File: src/rtl/bip_datapath_ext.sv
// Accumulator datapath for a small BIP-style CPU: single-cycle ALU ops plus a
// multi-cycle shift-add unsigned multiply, with registered {Z,N,C,V} flags.
module bip_datapath_ext #(
    parameter int NB_BITS = 16,
    parameter int NB_SIGX = 11
) (
    input  logic               i_clk,
    input  logic               i_rst,
    input  logic [NB_BITS-1:0] i_data_mem,
    input  logic [NB_SIGX-1:0] i_data_ins,
    input  logic [1:0]         i_sel_a,
    input  logic               i_sel_b,
    input  logic [2:0]         i_op,
    input  logic               i_wr_acc,
    output logic [NB_BITS-1:0] o_acc,
    output logic [NB_BITS-1:0] o_data,
    output logic [3:0]         o_flags,
    output logic               o_busy,
    output logic               o_done,
    output logic               o_dbg_state
);

    localparam int CNT_W = $clog2(NB_BITS + 1);
    localparam logic [CNT_W-1:0] LAST_STEP = CNT_W'(NB_BITS - 1);

    localparam logic [2:0] OP_SUB  = 3'b000;
    localparam logic [2:0] OP_ADD  = 3'b001;
    localparam logic [2:0] OP_AND  = 3'b010;
    localparam logic [2:0] OP_OR   = 3'b011;
    localparam logic [2:0] OP_XOR  = 3'b100;
    localparam logic [2:0] OP_SHL1 = 3'b101;
    localparam logic [2:0] OP_SRA1 = 3'b110;
    localparam logic [2:0] OP_MUL  = 3'b111;

    localparam logic [1:0] SRC_MEM  = 2'b00;
    localparam logic [1:0] SRC_IMM  = 2'b01;
    localparam logic [1:0] SRC_ALU  = 2'b10;
    localparam logic [1:0] SRC_HOLD = 2'b11;

    typedef enum logic {
        ST_IDLE = 1'b0,
        ST_MUL  = 1'b1
    } state_t;

    state_t             state;
    logic [NB_BITS-1:0] acc;
    logic [3:0]         flags;
    logic               busy;
    logic               done;

    logic [NB_BITS-1:0] mcand;
    logic [NB_BITS-1:0] mplier;
    logic [NB_BITS-1:0] prod;
    logic [CNT_W-1:0]   cnt;

    logic [NB_BITS-1:0] imm;
    logic [NB_BITS-1:0] opnd_b;
    logic [NB_BITS-1:0] b_eff;
    logic [NB_BITS:0]   sum;
    logic               alu_v;
    logic [NB_BITS-1:0] alu_res;
    logic [NB_BITS-1:0] acc_next;
    logic               wr_cv;
    logic               mul_req;
    logic [NB_BITS-1:0] prod_next;

    // SUB is folded into the adder as A + ~B + 1 so C means "no borrow".
    always_comb begin
        imm    = NB_BITS'($signed(i_data_ins));
        opnd_b = i_sel_b ? imm : i_data_mem;
        b_eff  = (i_op == OP_SUB) ? ~opnd_b : opnd_b;
        sum    = {1'b0, acc} + {1'b0, b_eff} + {{NB_BITS{1'b0}}, (i_op == OP_SUB)};
        alu_v  = (acc[NB_BITS-1] == b_eff[NB_BITS-1]) && (sum[NB_BITS-1] != acc[NB_BITS-1]);

        alu_res = '0;
        case (i_op)
            OP_SUB, OP_ADD: alu_res = sum[NB_BITS-1:0];
            OP_AND:         alu_res = acc & opnd_b;
            OP_OR:          alu_res = acc | opnd_b;
            OP_XOR:         alu_res = acc ^ opnd_b;
            OP_SHL1:        alu_res = acc << 1;
            OP_SRA1:        alu_res = $unsigned($signed(acc) >>> 1);
            default:        alu_res = '0;
        endcase

        acc_next = acc;
        case (i_sel_a)
            SRC_MEM:  acc_next = i_data_mem;
            SRC_IMM:  acc_next = imm;
            SRC_ALU:  acc_next = alu_res;
            SRC_HOLD: acc_next = acc;
            default:  acc_next = acc;
        endcase

        wr_cv     = (i_sel_a == SRC_ALU) && ((i_op == OP_ADD) || (i_op == OP_SUB));
        mul_req   = (i_sel_a == SRC_ALU) && (i_op == OP_MUL);
        prod_next = prod + (mplier[0] ? mcand : '0);
    end

    always_ff @(posedge i_clk) begin
        if (i_rst) begin
            state  <= ST_IDLE;
            acc    <= '0;
            flags  <= 4'b0000;
            busy   <= 1'b0;
            done   <= 1'b0;
            mcand  <= '0;
            mplier <= '0;
            prod   <= '0;
            cnt    <= '0;
        end else begin
            done <= 1'b0;
            case (state)
                ST_IDLE: begin
                    if (i_wr_acc) begin
                        if (mul_req) begin
                            state  <= ST_MUL;
                            busy   <= 1'b1;
                            mcand  <= acc;
                            mplier <= opnd_b;
                            prod   <= '0;
                            cnt    <= '0;
                        end else begin
                            acc   <= acc_next;
                            flags <= {(acc_next == '0), acc_next[NB_BITS-1],
                                      wr_cv & sum[NB_BITS], wr_cv & alu_v};
                        end
                    end
                end
                ST_MUL: begin
                    // One shift-add step per cycle; all control inputs ignored here.
                    prod   <= prod_next;
                    mcand  <= mcand << 1;
                    mplier <= mplier >> 1;
                    cnt    <= cnt + CNT_W'(1);
                    if (cnt == LAST_STEP) begin
                        acc   <= prod_next;
                        flags <= {(prod_next == '0), prod_next[NB_BITS-1], 2'b00};
                        busy  <= 1'b0;
                        done  <= 1'b1;
                        state <= ST_IDLE;
                    end
                end
                default: state <= ST_IDLE;
            endcase
        end
    end

    assign o_acc       = acc;
    assign o_data      = acc;
    assign o_flags     = flags;
    assign o_busy      = busy;
    assign o_done      = done;
    assign o_dbg_state = state;

endmodule

File: config.mk
export PLATFORM = sky130hd
export DESIGN_NAME = bip_datapath_ext
export DESIGN_NICKNAME = d
export VERILOG_FILES = /design/src/rtl/bip_datapath_ext.sv
export SDC_FILE = /design/constraint.sdc
export NUM_CORES = 1
export LEC_CHECK = 0
export CORE_ASPECT_RATIO = 0.8
export CORE_MARGIN = 8
export CORE_UTILIZATION = 55
export DETAILED_ROUTE_END_ITERATION = 7
export PLACE_DENSITY_LB_ADDON = 0.25
export SYNTH_ARGS = -nofsm -noshare
export SYNTH_HDL_FRONTEND = slang
export SYNTH_SLANG_ARGS = --single-unit
File: constraint.sdc
create_clock -name i_clk -period 7.2 [get_ports i_clk]
set_input_delay 1.44 -clock i_clk [delete_from_list [all_inputs] [get_ports i_clk]]
set_output_delay 1.44 -clock i_clk [all_outputs]
set_load 0.005 [all_outputs]
Yosys cells after proc, flatten, opt, wreduce, memory -nomap -nowiden --
Index checks and enable logic that the tools add are counted.
Cells by class: $add $sub $neg 4, eq/ne operators 17, reductions and logical operators 13, bitwise operators 7, multiplexer cells 34
Operators by type and width (number):
- two-way mux 16 bit | 12
- one-hot mux 16 bit (2 select lines) | 4
- one-hot mux 16 bit (6 select lines) | 1
- one-hot mux 16 bit (4 select lines) | 1
- logical NOT 16 bit | 2
- adder 16 x 16 -> 17 bit | 1
- adder 17 x 1 -> 17 bit | 1
- adder 16 bit | 1
- AND 16 bit | 1
- inverter 16 bit | 1
- OR 16 bit | 1
- bitwise XOR 16 bit | 1
- equality test 3 bit (second input constant) | 4
- two-way mux 4 bit | 3
- two-way mux 5 bit | 2
- one-hot mux 5 bit (2 select lines) | 1
- one-hot mux 4 bit (2 select lines) | 1
- two-way mux 1 bit | 7
- equality test 3 x 2 -> 1 bit (second input constant) | 2
- inequality test 2 bit (second input constant) | 3
- AND reduction 3 bit | 2
- adder 5 x 1 -> 5 bit (second input constant) | 1
- equality test 5 x 4 -> 1 bit (second input constant) | 1
- equality test 2 bit (second input constant) | 2
- other kinds (14) | 19
Word-level totals: input bits 36, logic and storage cells 84, register bits after elaboration 76

Depth between registers and ports, before layout --
Gate-level depths: netlist of the first run.
word-level depth 11, mapped depth 15

Worst setup path before layout of the first run --
Ideal clock, no wire load.
path kind input -> register, start input i_op[2], end register flags[3], in the netlist o_flags[3], data arrival time 4.794 ns, path slack 2.335 ns, path buffers 1, cell stages on the path 13, required time 7.130 ns, setup time 0.070 ns, cells stage by stage nor3_2 -> clkbuf_1 -> xnor2_1 -> fa_1 -> a21o_1 -> a21oi_1 -> nor3_1 -> o31ai_1 -> nand4b_1 -> nor4_1 -> nand4_1 -> or4b_1 -> o21bai_1
On the way: cells in the longest elaborated chain, start to end 10, elaborated cells between the ends (all ways) 21, those cells by class 2 x add/sub; 8 x eq/ne; 6 x mux; 5 x reduce/logical
RTL lines:
- from (decl) | line 13 | input logic [2:0] i_op,
- logical NOT 3 bit | line 71, 72, 76
- two-way mux 16 bit | line 71 | b_eff = (i_op == OP_SUB) ? ~opnd_b : opnd_b;
- adder 16 x 16 -> 17 bit | line 72 | sum = {1'b0, acc} + {1'b0, b_eff} + {{NB_BITS{1'b0}}, (i_op == OP_SUB)};
- adder 17 x 1 -> 17 bit | line 72
- one-hot mux 16 bit (6 select lines) | line 76 | case (i_op)
- one-hot mux 16 bit (4 select lines) | line 87 | case (i_sel_a)
- logical NOT 16 bit | line 125 | flags <= {(acc_next == '0), acc_next[NB_BITS-1],
- two-way mux 4 bit | line 116 | if (mul_req) begin
- two-way mux 4 bit | line 115 | if (i_wr_acc) begin
- one-hot mux 4 bit (2 select lines) | line 113 | case (state)
- to (signal assigned) | line 125
- to (signal assigned) | line 138 | flags <= {(prod_next == '0), prod_next[NB_BITS-1], 2'b00};
- to (decl) | line 47 | logic [3:0] flags;
Several ways; a longest one is shown, not always the timed one. The select of a mux whose other input is x is not followed. A chain may end at the register's enable or synchronous reset.

Final worst setup path of the first run --
start input i_sel_b, end register flags[3], in the netlist o_flags[3]
On the way: cells in the longest elaborated chain, start to end 11, elaborated cells between the ends (all ways) 14, those cells by class 2 x add/sub; 7 x mux; 4 x bitwise; 1 x reduce/logical
RTL lines:
- from (decl) | line 12 | input logic i_sel_b,
- two-way mux 16 bit (*) | line 70 | opnd_b = i_sel_b ? imm : i_data_mem;
- inverter 16 bit | line 71
- two-way mux 16 bit | line 71
- adder 16 x 16 -> 17 bit | line 72
- adder 17 x 1 -> 17 bit | line 72
- one-hot mux 16 bit (6 select lines) (*) | line 76
- one-hot mux 16 bit (4 select lines) (*) | line 87
- logical NOT 16 bit (*) | line 125
- two-way mux 4 bit (*) | line 116
- two-way mux 4 bit (*) | line 115
- one-hot mux 4 bit (2 select lines) (*) | line 113
Every way passes the cells marked *; elsewhere a longest branch is shown, timed or not. The select of a mux whose other input is x is not followed.

==> results of run 1 <==
layer usage:
layer	track usage [%]	wire length, µm
met1	33.1	9490
met4	8.36	431
met2	42.8	9790
met3	5.76	1790
met5	0	0
path summary, 6_finish.rpt:
path / from / to / cells past startpoint
hold reg to reg: prod[4] / prod[4] / 2
setup / recovery: i_sel_b / o_flags[3] / 14
setup reg to reg: mplier[0] / o_flags[3] / 12
hold / removal: prod[4] / prod[4] / 2
flip-flops by register name, summed over array words and instances (netlist names):
signal and cells:
mcand 16, mplier 16, prod 16, o_acc 15
cnt 5, o_flags 4, o_busy 1, o_dbg_state 1
o_done 1
per-stage QoR:
step                power [mW]  cell area [µm²]
floorplan                0.710             6900
global placement         0.831             7600
detailed placement       0.831             7600
CTS                       1.35             7940
global route              1.41             7940
finish                    1.35             7940
final cells by class:
type | count | area [µm²]
repair buffers | 88 | 836
flip-flops and latches | 75 | 1500
multi-input cells | 705 | 4840
well taps | 171 | 214
clock inverters | 5 | 100
inverters | 54 | 203
fillers | 1091 | 4270
clock buffers | 11 | 243
cells by family (layout without fill, tap and decap cells):
family | Yosys count | after routing
flops | 75 | 75
fa+ha+maj | 69 | 69
compound gates | 270 | 270
simple gates | 285 | 285
mux | 43 | 43
xor+xnor | 38 | 38
buf+inv | 127 | 158
where the power goes:
| group | total (mW) | internal (mW) | switching [mW] |
|---|---|---|---|
| sequential | 0.455 | 0.426 | 0.0292 |
| combinational | 0.379 | 0.165 | 0.214 |
| clock | 0.515 | 0.347 | 0.168 |
layout by cell type, fill, tap and decap left out, types with 7 or more instances in the layout:
cell type	Yosys	layout
xor2_1	7	7
buf_4	20	14
a21oi_1	73	73
and2_1	20	20
ha_1	67	67
or3_1	7	7
inv_1	54	54
o211ai_1	13	13
o21a_1	8	8
mux2i_1	34	34
clkbuf_16	0	9
dfxtp_1	75	74
o22ai_1	12	12
nor3_1	17	16
nand2b_1	10	10
and3_1	7	7
clkdlybuf4s50_1	0	72
o221ai_1	7	7
nand3_1	13	13
a211oi_1	29	29
a211o_1	7	7
a31oi_1	10	10
nand2_1	78	78
xnor2_1	31	31
a311oi_1	7	7
nor2_1	102	101
a222oi_1	12	12
nor2b_1	10	10
o21ai_0	46	46
critical path, stage by stage:
cell and delay, ps:
clkdlybuf4s50_1 1120, nand2_1 290, o21ai_0 200, inv_1 150, ha_1 290, mux2i_1 130, o22ai_1 90, a2111oi_1 510
o221ai_1 260, nand4b_1 210, nor4_1 300, nand4_1 190, or4b_1 560, o21bai_1 150
==> impl_metrics.toml, run 1 <==
[status]
status = "finished, final reports clean"

[timing]
timing.final.ws_setup_ps = 1570
finalCritPeriodShare_pct = 78.2
fin_worst_hold_slack_ps = 458
final-max-slew-violation-count = 0
slew_headroom_pct = 32.3
hold_viol_final = 0
setup-violations-final = 0
fmax_mhz = 178
clock_skew_ps = 5.83
timing.setup.tns_ps = 0
grt_setup_unrepaired = "no"
min_period_ps = 5630
worst_slew_pin_slew_ps = 1010

[synthesis]
syn_avg_cell_area_um2 = 7.60
synthDominantCellAreaShare_pct = 21.8
synth.mux.area_fraction_pct = 7.06
netlist_area_pre_place_um2 = 6900
seq_area_frac_synth_pct = 21.8
synth_cells = 907
adder_cell_share_of_the_synthesized_area_pct = 12.7
synthMostInstantiatedCell = "nor2_1"
post-synth-top-area-cell = "dfxtp_1"
postSynthNetCount = 1012
synth-edff-count = 0
largest_family_of_logic_cells_by_synthesized_area = "compound AO/OA/AOI/OAI gates"
synth-compound-area-share_pct = 26.2
yosys-top-cells-count = "102 x nor2_1, 78 x nand2_1, 75 x dfxtp_1"
ys_dominant_reg_cell = "dfxtp_1"
synth.top_cells.by_area = "dfxtp_1 22%, ha_1 12%, nor2_1 5.6%"
yosys.area_share.simple_pct = 19.3
synthXorXnorAreaFrac_pct = 4.83
yosysUniqueCellTypes = 66
ys_seq_elements = 75
synth.yosys.warnings = 0
fraction_of_registers_with_async_set_reset_pct = 0

[clocking]
cts.hold.buffers_added = 0
numCtsBuffers = 9
clk_path_buf_depth = 2
cts.htree.levels = 3
cts-resized-gates = 0
cts.sink_count = 75
postCtsSetupBuffers = 0
cts_tree = "built"
clock_insertion_delay_worst_skew_ps = 330
clk_pin_slew_ps = 60
cts.root.buffer_cell = "clkbuf_16"

[cells_and_area]
drive_gt1_share_pct = 5.54
utilization_pct = 65.0
final_cell_count_no_fill = 1109
nNetsFinal = 1038
insertedDiodeCount = 0
syn_to_final_growth_pct = 15.1

[die]
initial_standard_cell_utilization_of_the_core_pct = 56.5
die_area_um2 = 16400
core_um2 = 12200
num_rows = 36
boundaryPins = 75
die_w_um = 141
die_h_um = 116

[routing]
detail_route.wl_per_cell_um = 19.4
detailedRoute.firstIterationViolations = 824
firstDrtPassIters = 6
vias = 6951
drt_drc_violations_left = 0
ant_nets = 0
routed_wirelength_um = 21500
vias_per_cell = 6.27

[critical_path]
required_ps = 7460
critPathLaunchType = "primary input"
regToRegSetupSlack_ps = 3580
worst-path-max-fanout = 17
worstPathArrival_ps = 5900
setup.worst_path.end_class = "register"
timing.setup.critical_path_class = "in2reg"

[grt]
first_global_vias = 6663
gr-usage-all-layers_pct = 25.9
grt_first_pass_wirelength_um = 34300
grt_antenna_before_repair = 0
grt_max_degree = 72
gr-total-overflow = 0

[placed_design]
globalplace.congestion = 0.994
detailedPlacementHpwl_um = 15500
placement.setup.worst_slack_ps = 1350
port_buf_inserts = 74
placed_cells_incl_taps = 1093

[min_path]
worst_hold_path_type = "reg2reg"

[power]
cellLeakagePower_nw = 3.24
power.density_nw_per_um2 = 170
vdd.ir_drop.worst_uv = 157

[job]
maxCapViolations = 0
No activity file was read; power rests on OpenSTA's default activity.
==> inputs of run 2 (changes only) <==
- clock period: 7.2 -> 5.8 ns (I/O delays scaled with it)
==> impl_metrics.toml, run 2 (synthesized netlist as in run 1, its figures left out) <==
[clocking]
numCtsBuffers = 9
cts.sink_count = 75
cts.htree.levels = 3
clk_pin_slew_ps = 60
cts-resized-gates = 0
cts.root.buffer_cell = "clkbuf_16"
postCtsSetupBuffers = 0
clock_insertion_delay_worst_skew_ps = 340
clk_path_buf_depth = 2
cts_tree = "built"
cts.hold.buffers_added = 0

[die]
num_rows = 36
core_um2 = 12200
initial_standard_cell_utilization_of_the_core_pct = 56.5
die_w_um = 141
die_h_um = 116
boundaryPins = 75
die_area_um2 = 16400

[cells_and_area]
layout_commonest_cell = "nor2_1"
syn_to_final_growth_pct = 14.7
postLayoutCellArea_um2 = 7910
insertedDiodeCount = 0
most_used_cells_in_the_layout_excluding_fill_and_tap_cells = "101 x nor2_1, 78 x nand2_1, 74 x dfxtp_1"
drive_gt1_share_pct = 6.14
fill_cells = 1091
reg_top3 = "mcand: 16 flops, mplier: 16 flops, prod: 16 flops"
nNetsFinal = 1044

[placed_design]
port_buf_inserts = 74
detailedPlacementHpwl_um = 15700
placed_area_um2 = 7640
globalplace.congestion = 1.00
placement.setup.worst_slack_ps = 647

[critical_path]
worst_r2r_endpoint = "o_flags[3]"
setup.worst_path.end_class = "register"
reg2reg_depth = 12
timing.setup.critical_path_class = "in2reg"
cpPeakStageDelay_ps = 640
worst_setup_path_endpoint = "o_flags[3]"
crit_start = "i_sel_b"
critical_path_depth = 15
critPathLaunchType = "primary input"
buf_inv_on_cp = 3
crit_family = "simple AND/OR/NAND/NOR gates"
critical_path.slowest_cell = "clkdlybuf4s50_1"
regToRegSetupSlack_ps = 2090
crit_chain = "clkdlybuf4s50_1 -> buf_4 -> nand2_1 -> o21ai_0 -> inv_1 -> ha_1 -> mux2i_1 -> o22ai_1 -> a2111oi_1 -> o221ai_1 -> nand4b_1 -> nor4_1 -> nand4_1 -> or4b_1 -> o21bai_1"
timing.rr.start = "mplier[0]"
required_ps = 6070
worstPathArrival_ps = 5200
worst-path-max-fanout = 10

[timing]
grt_setup_unrepaired = "no"
clock_skew_ps = 5.26
final-max-slew-violation-count = 0
hold_viol_final = 0
finalCritPeriodShare_pct = 85.0
setup-violations-final = 0
timing.final.ws_setup_ps = 869
fmax_mhz = 203
min_period_ps = 4930
worst_slew_pin_slew_ps = 768
fin_worst_hold_slack_ps = 447
slew_headroom_pct = 48.2
timing.setup.tns_ps = 0

[grt]
gr-total-overflow = 0
grt_first_pass_wirelength_um = 34600
grt_antenna_before_repair = 0
first_global_vias = 6539
grt_max_degree = 68
gr-usage-all-layers_pct = 26.3

[routing]
firstDrtPassIters = 6
vias_per_cell = 6.24
vias = 6959
detailedRoute.firstIterationViolations = 737
drt_drc_violations_left = 0
ant_nets = 0
detail_route.wl_per_cell_um = 19.4
routed_wirelength_um = 21600

[power]
vdd.ir_drop.worst_uv = 180
cellLeakagePower_nw = 3.24
power.density_nw_per_um2 = 195
fin_total_pwr_mw = 1.55

[status]
status = "finished, final reports clean"

[job]
maxCapViolations = 0

[min_path]
worst_hold_path_type = "reg2reg"
## run 2: cell count changes in the layout (fill, tap and decap cells not counted)
cell       before  now
bufinv_16       3    0
buf_4          14   20
clkinv_4        0    1
clkinv_2        2    4
## run 2: worst min-delay path by stage
stage | slack [ps] | startpoint | to | cells past startpoint
after floorplan | 440 | prod[10] | prod[10] | 2
after global placement | 440 | o_flags[0] | o_flags[0] | 2
after detailed placement | 440 | o_flags[0] | o_flags[0] | 2
after CTS | 450 | o_flags[0] | o_flags[0] | 2
after global routing | 460 | o_flags[0] | o_flags[0] | 2
final | 450 | o_flags[0] | o_flags[0] | 2
## run 2: worst reg2reg max path, cell delays in order, from the launching register on
cell,delay (ps)
dfxtp_1,470
and2_1,230
ha_1,210
fa_1,450
a211o_1,320
a2111oi_0,490
nor2_1,170
nor2_1,150
xnor2_1,90
nor4_1,380
nand4b_1,160
o31ai_1,360
o21bai_1,170
## run 2: final cells by class
type | instances | area [µm²] | share of cell area [%]
repair buffers | 94 | 881 | 11.1
flip-flops and latches | 75 | 1500 | 19.0
clock inverters | 5 | 28.8 | 0.364
clock buffers | 11 | 243 | 3.07
multi-input cells | 705 | 4840 | 61.2
inverters | 54 | 203 | 2.56
well taps | 171 | 214 | 2.70
## run 2: per-layer routing
metal | routed length [µm] | part of all wire, % | track usage, % | vias up
met5 | 0 | 0 | 0 | -
met1 | 9360 | 43 | 34.2 | 3272
met3 | 2010 | 9.3 | 6.62 | 52
li1 | - | - | - | 3313
met4 | 552 | 2.6 | 8.21 | 0
met2 | 9680 | 45 | 42.3 | 322
## run 2: power by group
| group | internal, mW | leakage, nW | switching, mW |
|---|---|---|---|
| logic | 0.208 | 2.49 | 0.265 |
| registers | 0.528 | 0.609 | 0.0350 |
| clock network | 0.299 | 0.139 | 0.211 |
## run 2: per-stage QoR
| stage | cells | util [%] |
|---|---|---|
| 2_1_floorplan | 907 | - |
| 3_3_place_gp | 1099 | 62.6 |
| 3_5_place_dp | 1099 | 62.6 |
| 4_1_cts | 1115 | 64.8 |
| 5_1_grt | 1115 | 64.8 |
| 6_report | 1115 | 64.8 |
==> inputs of run 3 (changes only) <==
- GPL_TIMING_DRIVEN: not set -> 0
==> impl_metrics.toml, run 3 (synthesized netlist as in run 1, its figures left out) <==
[routing]
drt_drc_violations_left = 6
detailedRoute.firstIterationViolations = 1142
detail_route.wl_per_cell_um = 21.1
ant_nets = 0
vias = 7518
firstDrtPassIters = 8
vias_per_cell = 6.46
routed_wirelength_um = 24500

[clocking]
numCtsBuffers = 9
clk_path_buf_depth = 2
cts.root.buffer_cell = "clkbuf_16"
cts_tree = "built"
cts.htree.levels = 3
cts.sink_count = 75
clk_pin_slew_ps = 60
clock_insertion_delay_worst_skew_ps = 350
cts.hold.buffers_added = 0
postCtsSetupBuffers = 0

[timing]
fin_worst_hold_slack_ps = 460
timing.final.ws_setup_ps = 197
min_period_ps = 5600
fmax_mhz = 178
final-max-slew-violation-count = 0
worst_slew_pin_slew_ps = 836
setup-violations-final = 0
finalCritPeriodShare_pct = 96.6
grt_setup_unrepaired = "no"
clock_skew_ps = 6.56
slew_headroom_pct = 43.7
hold_viol_final = 0

[critical_path]
worst-path-max-fanout = 10
reg2reg_depth = 11
setup.worst_path.end_class = "register"
regToRegSetupSlack_ps = 1660
worst_r2r_endpoint = "o_flags[3]"
timing.rr.start = "o_acc[11]"
timing.setup.critical_path_class = "in2reg"
required_ps = 6080
critPathLaunchType = "primary input"
worstPathArrival_ps = 5880

[grt]
grt_max_degree = 13
gr-usage-all-layers_pct = 29.9
grt_antenna_before_repair = 0
gr-total-overflow = 0
first_global_vias = 7057
grt_first_pass_wirelength_um = 38400

[status]
status = "finished with violations"
failed_checks = "design-rule violations"

[die]
boundaryPins = 75
num_rows = 36
core_um2 = 12200
die_h_um = 116
die_area_um2 = 16400
die_w_um = 141
initial_standard_cell_utilization_of_the_core_pct = 56.5

[power]
power.combinational.fraction_pct = 31.6
seq_power_share_pct = 34.7
cellLeakagePower_nw = 3.32
power.internal_mw = 1.09
p_switching_mw = 0.546
power.density_nw_per_um2 = 201
power_switching_share_pct = 33.5
share_clk_of_total_power_pct = 33.7
vdd.ir_drop.worst_uv = 182

[cells_and_area]
reg_top3 = "mcand: 16 flops, mplier: 16 flops, prod: 16 flops"
insertedDiodeCount = 0
nNetsFinal = 1094
layout_commonest_cell = "nor2_1"
syn_to_final_growth_pct = 17.6
most_used_cells_in_the_layout_excluding_fill_and_tap_cells = "102 x nor2_1, 78 x nand2_1, 75 x dfxtp_1"
drive_gt1_share_pct = 5.95

[min_path]
min_delay_worst_endpoint = "prod[7]"
holdCritStartpoint = "prod[7]"
whs_path_depth = 2
worst_hold_path_type = "reg2reg"

[placed_design]
detailedPlacementHpwl_um = 18600
port_buf_inserts = 71
globalplace.congestion = 0.969
placement.setup.worst_slack_ps = -513

[job]
maxCapViolations = 0
## run 3: timing repair
item                       4_1_cts  5_1_grt
setup endpoints to repair        1        1
cloned                           0        0
gates resized for setup          1        3
## run 3: layer usage
layer  GRT usage (%)  wire length [µm]
met5               0                 0
met4            10.6               651
met3            8.62              3300
met2            44.8             10200
met1            40.2             10400
## run 3: layout make-up
type / count / area [µm²]
clock buffers: 11 / 243
plain buffers: 73 / 359
flip-flops and latches: 75 / 1500
well taps: 171 / 214
multi-input cells: 705 / 4840
repair buffers: 71 / 711
inverters: 54 / 203
clock inverters: 3 / 40.0
fillers: 1109 / 4100
## run 3: metrics by stage
stage	cell area (µm²)	util, %	power (mW)	cells	setup TNS [ps]
floorplan	6900	-	0.881	907	0
global placement	7820	64.1	1.06	1149	-1140
detailed placement	7820	64.1	1.07	1149	-1130
CTS	8110	66.4	1.61	1163	0
global route	8110	66.5	1.70	1163	0
finish	8110	66.5	1.63	1163	0
## run 3: worst max path at each step
stage                  from    endpoint  slack [ps]  cells after the start
finish              i_op[2]  o_flags[3]         200                     13
global route        i_op[2]  o_flags[3]         130                     14
CTS                 i_op[2]  o_flags[3]          70                     14
detailed placement  i_op[2]  o_flags[3]        -510                     14
global placement    i_op[2]  o_flags[3]        -480                     14
floorplan           i_op[2]  o_flags[3]        1220                     13
## run 3: worst max-delay path: stages
cell and delay [ps]:
clkdlybuf4s50_1 510, nor3_4 580, clkbuf_2 500, xnor2_1 140, ha_1 400, and4_4 200, a2111oi_4 690, o21bai_1 260
nor4bb_1 190, nor3_1 440, o31ai_1 140, or4b_1 520, o21bai_1 140
## run 3: power by group through the flow
stage	combinational (mW)	sequential [mW]	clock, mW
after CTS	0.498	0.564	0.548
after floorplan	0.321	0.560	0
after global routing	0.554	0.567	0.577
final	0.515	0.567	0.550
after detailed placement	0.493	0.575	0
after global placement	0.486	0.576	0
==> edit (settings of run 3) <==
Make the reset (`i_rst`) asynchronous in one clocked block.
--- a/src/rtl/bip_datapath_ext.sv
+++ b/src/rtl/bip_datapath_ext.sv
@@ -97,7 +97,7 @@
         prod_next = prod + (mplier[0] ? mcand : '0);
     end
 
-    always_ff @(posedge i_clk) begin
+    always_ff @(posedge i_clk or posedge i_rst) begin
         if (i_rst) begin
             state  <= ST_IDLE;
             acc    <= '0;
Formal check against the unedited RTL: differs if i_rst is asserted again (counterexample within 4 cycles, from zero or initial values and one cycle with i_rst high); with i_rst held inactive, the same outputs for 10 cycles.
==> edit against run 3 <==
First-iteration DRC count shrank 12%; utilization grew 0.076 points; register-to-register slack better by 0.64 ns; die area grew 4.4%; setup slack worse by 0.0022 ns; sequential cell count is the same; highest routed layer unchanged; final area is 5.6% higher; synthesized area is 5.0% higher; routed wire length decreased by 5.9%; largest cell class unchanged; cell count up 2.1%; worst hold slack better by 0.023 ns; count of clock-buffer cells in the layout did not move.
Power is not compared: it rests on default switching activity, and its combinational part moved more than twofold at a synthesized area within 25%.
==> edit: results (changes against run 3) <==
* Outcome: completed (was finished, violations left)
- The detailed router's first-iteration violation count was 1010 (was 1142).
* DR vias: 7385 (was 7518)
- The total placed instance area was 0.00821 sq mm (was 0.00782 sq mm).
- The length of the first detailed-routing pass in iterations came to 5 (was 8).
* Arrival time worst endpoint: 5.84 ns (was 5.88 ns)
- The share of flip-flops with an asynchronous set or reset after synthesis was 100% (was 0%).
* Mean cell area of the mapped netlist: 7.83 sq um (was 7.60 sq um)
- Via count of the first global-routing pass: 6972 (was 7057)
- The port buffer count came to 72 (was 71).
* Syn Nets: 1030 (was 1012)
- Wire length of the first global-routing pass: 36.5 mm (was 38.4 mm)
* Launch instance of the worst min-delay path: mplier[9] (was prod[7])
- The met1 demand-to-capacity share in global routing came to 39.2% (was 40.2%).
* Placed Instances: 1173 (was 1149)
* Main area contributors after synthesis: sky130_fd_sc_hd__dfrtp_1, sky130_fd_sc_hd__ha_1, sky130_fd_sc_hd__nand2_1 (was sky130_fd_sc_hd__dfxtp_1, sky130_fd_sc_hd__ha_1, sky130_fd_sc_hd__nor2_1)
* Actual transition at the worst max-transition pin: 1.00 ns (was 0.836 ns)
- Met2 usage: 39.6% (was 44.8%)
- The number of distinct library cells after synthesis is 76 (was 66).
* Ratio of cells with drive above 1 in the final layout: 7.02% (was 5.95%)
- Launching point of the worst reg2reg path: o_acc[0] (was o_acc[11])
- Final weighted congestion in routability-driven placement: 0.964 (was 0.969)
- The detailed-placement wirelength estimate is 18.3 mm (was 18.6 mm).
- Worst setup timing slack at the placement stage: -0.259 ns (was -0.513 ns)
- Critical path launch point: i_sel_b (was i_op[2])
- Total Nets Final: 1113 (was 1094)
- Final clock skew: 0.00689 ns (was 0.00656 ns)
* Average wire per standard cell: 19.4 microns (was 21.1 microns)
- Sequential share of the synthesized area: 25.9% (was 21.8%)
- The maximum number of pins on one net before global-route repair came to 64 (was 13).
- Vias per inst: 6.22 (was 6.46)
- Summed over all cells, the static leakage comes to 3.98 nW.
- The met1 wire length is 10.5 mm (was 10.4 mm).
- The met3 routing resource usage after global routing was 5.27% (was 8.62%).
* Post-CTS sizing: 0 (was 1)
- Synth top cells by count: sky130_fd_sc_hd__nand2_1, sky130_fd_sc_hd__a21oi_1, sky130_fd_sc_hd__nor2_1 (was sky130_fd_sc_hd__nor2_1, sky130_fd_sc_hd__nand2_1, sky130_fd_sc_hd__dfxtp_1)
- Global router's overall resource usage: 26.7% (was 29.9%)
* Sum of met3 wire segment lengths after detailed routing: 2.21 mm (was 3.30 mm)
* Routed wl met2: 10.0 mm (was 10.2 mm)
edit: cell families after synthesis:
family,Yosys count,synth area share (%)
fa+ha+maj,69,12.1
compound gates,277,24.6
flops,75,25.9
mux,35,5.23
buf+inv,114,7.05
xor+xnor,35,4.23
simple gates,320,20.9
edit: worst paths after layout:
kind / cells after the start / to / slack, ns
max reg2reg: 12 / o_flags[3] / 2.30
min reg2reg: 2 / mplier[8] / 0.48
min in group asynchronous: 2 / prod[13] / 1.08
min: 2 / mplier[8] / 0.48
max: 13 / o_flags[3] / 0.19
max in group asynchronous: 3 / o_acc[0] / 4.16
edit: report_power, final:
| part | internal [mW] | switching, mW | total [mW] |
|---|---|---|---|
| registers | 0.706 | 0.261 | 0.966 |
| clock network | 0.441 | 0.218 | 0.659 |
| logic | 0.901 | 1.08 | 1.98 |
edit: layout make-up:
type                       instances  area [sq um]
multi-input combinational        736          4860
fill                            1156          4310
sequential                        75          1880
timing repair buffer              73           748
buffer                            66           332
clock buffer                      11           253
tap                              175           219
inverter                          47           179
clock inverter                     4          97.6
edit: critical path: stages:
cell and delay (ns):
sky130_fd_sc_hd__clkdlybuf4s50_1 0.65, sky130_fd_sc_hd__buf_1 0.67, sky130_fd_sc_hd__mux2i_1 0.50, sky130_fd_sc_hd__xnor2_1 0.18, sky130_fd_sc_hd__ha_1 0.33, sky130_fd_sc_hd__or4b_1 0.43, sky130_fd_sc_hd__mux2i_1 0.28, sky130_fd_sc_hd__o211ai_2 0.27
sky130_fd_sc_hd__a311oi_1 0.51, sky130_fd_sc_hd__nor2_1 0.14, sky130_fd_sc_hd__nor4b_2 0.34, sky130_fd_sc_hd__nand4_1 0.14, sky130_fd_sc_hd__o31ai_1 0.24
